--- src/rtl/regfile_wb_arbiter.sv ---
// Register-file write-back arbiter.
// It merges unbuffered ALU results and queued load results onto a single
// registered write port. Loads pass through a 2-entry in-order FIFO. A
// starvation counter makes sure the load head cannot be locked out forever
// by a steady stream of ALU results.
module regfile_wb_arbiter #(
    parameter int DATA_W     = 32,
    parameter int ADDR_W     = 5,
    parameter int STARVE_LIM = 4
) (
    input  logic                     clk,
    input  logic                     rst_n,
    input  logic                     alu_valid,
    input  logic [ADDR_W-1:0]        alu_rd,
    input  logic [DATA_W-1:0]        alu_data,
    output logic                     alu_ready,
    input  logic                     ld_valid,
    input  logic [ADDR_W-1:0]        ld_rd,
    input  logic [DATA_W-1:0]        ld_data,
    output logic                     ld_ready,
    output logic                     write_enable,
    output logic [ADDR_W-1:0]        write_address,
    output logic [DATA_W-1:0]        write_data,
    output logic [(1<<ADDR_W)-1:0]   pending_mask
);

    localparam int NREG = 1 << ADDR_W;
    // STARVE_LIM is assumed to be at least 1.
    localparam int SW   = $clog2(STARVE_LIM + 1);
    localparam logic [SW-1:0] STARVE_MAX = SW'(STARVE_LIM);

    // Load FIFO storage. These entries are not reset. Validity comes only
    // from the count and the read pointer.
    logic [ADDR_W-1:0] fifo_rd_mem   [2];
    logic [DATA_W-1:0] fifo_data_mem [2];

    logic [1:0]        count_reg, count_next;
    logic              rd_ptr_reg, rd_ptr_next;
    logic              wr_ptr_reg, wr_ptr_next;
    logic [SW-1:0]     starve_cnt_reg, starve_cnt_next;

    logic              we_reg, we_next;
    logic [ADDR_W-1:0] waddr_reg, waddr_next;
    logic [DATA_W-1:0] wdata_reg, wdata_next;

    logic              fifo_empty;
    logic              fifo_full;
    logic [ADDR_W-1:0] head_rd;
    logic [DATA_W-1:0] head_data;
    logic              head_grant;
    logic              alu_grant;
    logic              push;
    logic              pop;
    logic [1:0]        slot_valid;

    assign fifo_empty = (count_reg == 2'd0);
    assign fifo_full  = (count_reg == 2'd2);
    assign head_rd    = fifo_rd_mem[rd_ptr_reg];
    assign head_data  = fifo_data_mem[rd_ptr_reg];

    // Single write slot. A full FIFO or a starved head preempts the ALU.
    // Otherwise the ALU has priority over a waiting load.
    always_comb begin
        head_grant = 1'b0;
        alu_grant  = 1'b0;
        if (!fifo_empty && (fifo_full || starve_cnt_reg == STARVE_MAX)) begin
            head_grant = 1'b1;
        end else if (alu_valid) begin
            alu_grant = 1'b1;
        end else if (!fifo_empty) begin
            head_grant = 1'b1;
        end
    end

    // The grant is combinational. It is forced low while reset is asserted
    // so that no ALU handshake can complete during reset.
    assign alu_ready = alu_grant & rst_n;
    assign ld_ready  = ~fifo_full;
    assign push      = ld_valid & ld_ready;
    assign pop       = head_grant;

    // FIFO bookkeeping, the starvation counter and the next write-port contents.
    always_comb begin
        count_next      = count_reg;
        rd_ptr_next     = rd_ptr_reg;
        wr_ptr_next     = wr_ptr_reg;
        starve_cnt_next = '0;
        we_next         = 1'b0;
        waddr_next      = waddr_reg;
        wdata_next      = wdata_reg;

        case ({push, pop})
            2'b10:   count_next = count_reg + 2'd1;
            2'b01:   count_next = count_reg - 2'd1;
            default: count_next = count_reg;
        endcase
        if (push) wr_ptr_next = ~wr_ptr_reg;
        if (pop)  rd_ptr_next = ~rd_ptr_reg;

        // The counter only advances while a load waits and loses the slot.
        if (!fifo_empty && !head_grant) begin
            starve_cnt_next = (starve_cnt_reg == STARVE_MAX) ? STARVE_MAX
                                                             : starve_cnt_reg + 1'b1;
        end

        // Writes to r0 are consumed silently. Address and data then hold.
        if (head_grant) begin
            if (head_rd != '0) begin
                we_next    = 1'b1;
                waddr_next = head_rd;
                wdata_next = head_data;
            end
        end else if (alu_grant) begin
            if (alu_rd != '0) begin
                we_next    = 1'b1;
                waddr_next = alu_rd;
                wdata_next = alu_data;
            end
        end
    end

    // Control state and the write port. Reset discards queued loads and any
    // write that was about to be issued.
    always_ff @(posedge clk or negedge rst_n) begin
        if (!rst_n) begin
            count_reg      <= 2'd0;
            rd_ptr_reg     <= 1'b0;
            wr_ptr_reg     <= 1'b0;
            starve_cnt_reg <= '0;
            we_reg         <= 1'b0;
            waddr_reg      <= '0;
            wdata_reg      <= '0;
        end else begin
            count_reg      <= count_next;
            rd_ptr_reg     <= rd_ptr_next;
            wr_ptr_reg     <= wr_ptr_next;
            starve_cnt_reg <= starve_cnt_next;
            we_reg         <= we_next;
            waddr_reg      <= waddr_next;
            wdata_reg      <= wdata_next;
        end
    end

    // FIFO payload write. A pushed entry is only visible from the next cycle.
    always_ff @(posedge clk) begin
        if (push) begin
            fifo_rd_mem[wr_ptr_reg]   <= ld_rd;
            fifo_data_mem[wr_ptr_reg] <= ld_data;
        end
    end

    assign write_enable  = we_reg;
    assign write_address = waddr_reg;
    assign write_data    = wdata_reg;

    // Mark which FIFO slots hold live entries, derived from count and read pointer.
    genvar gi;
    generate
        for (gi = 0; gi < 2; gi++) begin : g_slot
            assign slot_valid[gi] = fifo_full ||
                                    (count_reg == 2'd1 && rd_ptr_reg == 1'(gi));
        end
    endgenerate

    // Pending-destination scoreboard. r0 is never pending because it is never written.
    generate
        for (gi = 0; gi < NREG; gi++) begin : g_mask
            if (gi == 0) begin : g_r0
                assign pending_mask[gi] = 1'b0;
            end else begin : g_rn
                assign pending_mask[gi] =
                    (slot_valid[0] && fifo_rd_mem[0] == ADDR_W'(gi)) ||
                    (slot_valid[1] && fifo_rd_mem[1] == ADDR_W'(gi));
            end
        end
    endgenerate

endmodule

--- config.mk ---
export PLATFORM = sky130hd
export DESIGN_NAME = regfile_wb_arbiter
export DESIGN_NICKNAME = d
export VERILOG_FILES = /design/src/rtl/regfile_wb_arbiter.sv
export SDC_FILE = /design/constraint.sdc
export NUM_CORES = 1
export LEC_CHECK = 0
export BUFFER_PORTS_ARGS = -buffer_cell sky130_fd_sc_hd__buf_2
export CAP_MARGIN = 20
export CORE_MARGIN = 1.5
export CORE_UTILIZATION = 50
export DETAILED_ROUTE_END_ITERATION = 6
export PLACE_DENSITY = 0.81
export SKIP_LAST_GASP = 1
export SYNTH_ARGS = -nofsm -noshare
export SYNTH_HDL_FRONTEND = slang
export SYNTH_SLANG_ARGS = --single-unit
export TNS_END_PERCENT = 1
--- constraint.sdc ---
create_clock -name clk -period 6.95 [get_ports clk]
set_clock_uncertainty 0.05 [all_clocks]
set_input_delay 1.39 -clock clk [delete_from_list [all_inputs] [get_ports clk]]
set_output_delay 1.39 -clock clk [all_outputs]
set_load 0.05 [all_outputs]
==> flow_summary.yaml <==
timing:
  tightest_slew_ns: 1.06
  min_period_ns: 3.93
  fmax_mhz: 255
  hold_viol_final: 0
  hold_slack_ns: 0.449
  setup_viol: 0
  post-route-period-util_pct: 56.5
  rsz0062_at_grt: "false"
  slew-limit-headroom_pct: 28.9
  layout_setup_ws_ns: 3.02
  final.setup.tns_ns: 0
  slew_violations: 0
die:
  start_util_pct: 51.5
  fp.dieW_um: 109
  fp.dieArea_um2: 11800
  io_pins: 150
  core-area_um2: 10900
  die-height_um: 109
  rows: 38
finish:
  nFillCells: 821
  stdcell_count: 721
  drive_gt1_share_pct: 38.2
  nets: 652
  ff_latch_area_um2: 3350
  multi_input_area_um2: 1970
  top_register: "fifo_data_mem"
  final_area_um2: 7000
  antenna_cells: 0
  largest_reg_flops: 64
  syn_to_final_growth_pct: 25.0
  final_util_pct: 64.3
placement:
  placed_cell_area_um2: 6420
  io_buffers: 148
  dp_worst_setup_slack_ns: 3.04
  hpwlAfterDp_um: 8370
  dpl.cell_count: 687
  place.gp.congestion: 0.830
logic_synthesis:
  netlist-cell-type-count: 40
  ys_ff_latch: 119
  synth_area_um2: 5600
  synth_fp_nets: 505
  synth.area.top_cells: "edfxtp_1 (40%), dfrtp_1 (20%), mux2i_1 (7.5%)"
  yosysSeqAreaShare_pct: 59.8
  avgSynthCellArea_um2: 13.3
  yosysTopAreaCellShare_pct: 39.7
  yosysTopAreaCell: "edfxtp_1"
  syn_inst: 421
  yosys_warnings: 0
hold_path:
  hold_path.class: "flop to flop"
worst_setup_path:
  crit_path_cell_trace: "inv_1 -> ha_1 -> inv_1 -> a21boi_0 -> nand3_1 -> o22ai_1 -> buf_2"
  critical-path-top-delay-family: "compound AO/OA/AOI/OAI gates"
  r2r_end: "write_data[9]"
  cp_max_fo: 6
  crit_start: "count_reg[0]"
  cpMostUsedCell: "inv_1"
  endpoint: "pending_mask[23]"
  cp_slowest_stage_delay_ns: 0.44
  crit-reg2reg-launch: "starve_cnt_reg[0]"
  crit_path_start_kind: "flop"
  criticalPathCategory: "flop to output pin"
  r2r_setup_slack_ns: 4.29
  critPathBufInv: 3
  r2r_cells: 7
  endpoint_kind: "output pin"
  cp.arrival_ns: 2.49
  crit_required_ns: 5.51
  crit_cells: 7
  cp_slowest_cell: "a21boi_0"
clock_tree:
  clkLatencyLatePin_ns: 0.51
  clock-sinks: 119
  holdBufCountCts: 0
  clockRootBuffer: "clkbuf_8"
  cts_tree: "done"
  cts_inserted_buffers: 17
  htreeDepth: 4
  post_cts_buffers: 0
  cts_buffer_depth: 2
  post_cts_resized: 0
  path_clk_slew_ns: 0.05
route:
  routedWlPerCell_um: 17.9
  ant_nets: 0
  drt-vias-per-instance: 5.84
  drc: 0
  routed_wirelength_um: 12900
  dr.pass1.iters: 5
  drt_iter0_drc: 210
  vias: 4211
global_route:
  grt_pass1_vias: 4104
  grt_overflow_total: 0
  use_met3_pct: 6.28
  grt_pass1_wl_um: 20100
  top_usage_layer: "met2"
  use_met2_pct: 38.8
  grt_max_degree: 47
  antenna_found_initial: 0
  grt_use_total_pct: 22.5
  gr-usage-met1_pct: 27.2
run_status:
  outcome: "completed"
pwr:
  power.total_mw: 3.40
  power.leakage_nw: 3.01
  powerDensity_nw_per_um2: 486
  ir_drop_mv: 0.380
run:
  maxCapViolCount: 0
## per-layer routing
layer | share of wire (%) | routed length (um)
met5 | 0 | 0
met4 | 1.2 | 152
met3 | 7.1 | 917
met2 | 51 | 6530
met1 | 41 | 5290
## synth_stat cells
library cell / instances
a2111oi_0: 1
a2111oi_4: 1
a21boi_0: 1
a21o_1: 1
a21oi_1: 3
a22oi_1: 32
and3_1: 2
buf_2: 5
buf_4: 3
buf_6: 4
clkbuf_1: 13
conb_1: 1
dfrtp_1: 45
edfxtp_1: 74
ha_1: 6
inv_1: 44
mux2_4: 1
mux2i_1: 42
nand2_1: 15
nand2b_1: 15
nand3_1: 5
nand3_2: 1
nand3b_1: 3
nor2_1: 10
nor2b_1: 3
nor3_1: 4
nor3b_1: 2
nor4_2: 1
nor4b_1: 1
o211ai_1: 1
o211ai_2: 5
o21ai_0: 2
o221ai_1: 7
o221ai_2: 25
o22ai_1: 29
o32ai_1: 3
or2_2: 3
or3_1: 4
xnor2_1: 2
xor2_1: 1
## cell type report
cell class	count	share of cell area (%)
clock buffers	22	6.18
clock inverters	10	1.52
inverters	44	2.36
multi-input cells	233	28.1
flip-flops and latches	119	47.8
well taps	140	2.50
repair buffers	153	11.5
## cell usage in the layout, fill, tap and decap left out, types with 4 or more instances in the layout
cell and count:
nor3_1 4, o22ai_1 29, or3_1 4, nand2_1 15
inv_1 44, nand2b_1 15, clkinv_2 6, mux2i_1 42
nor2_1 9, dfrtp_1 44, edfxtp_1 74, nand3_1 4
o221ai_2 25, o211ai_2 5, a22oi_1 32, clkbuf_16 16
buf_2 148, clkbuf_1 5, ha_1 6, o221ai_1 7
## logic make-up (layout without fill, tap and decap cells)
| group | Yosys count | after routing | share of synthesized area, % |
|---|---|---|---|
| buf+inv | 69 | 229 | 5.47 |
| simple gates | 69 | 69 | 6.72 |
| flops | 119 | 119 | 59.8 |
| xor+xnor | 3 | 3 | 0.469 |
| compound gates | 111 | 111 | 18.4 |
| other cells | 1 | 1 | 0.0669 |
| mux | 43 | 43 | 7.77 |
| fa+ha+maj | 6 | 6 | 1.34 |
## worst min-delay path by stage
stage	startpoint	endpoint	cells past startpoint	slack [ns]
finish	starve_cnt_reg[0]	starve_cnt_reg[0]	1	0.45
global route	write_address[0]	write_address[0]	2	0.48
detailed placement	starve_cnt_reg[0]	starve_cnt_reg[0]	1	0.43
CTS	starve_cnt_reg[0]	starve_cnt_reg[0]	1	0.44
global placement	starve_cnt_reg[0]	starve_cnt_reg[0]	1	0.41
floorplan	starve_cnt_reg[0]	starve_cnt_reg[0]	1	0.39
## power by group
group	leakage, nW	switching, mW	internal, mW
logic	1.52	1.02	0.426
registers	1.23	0.157	1.01
clock network	0.266	0.287	0.505
No activity file was read; power rests on OpenSTA's default activity.
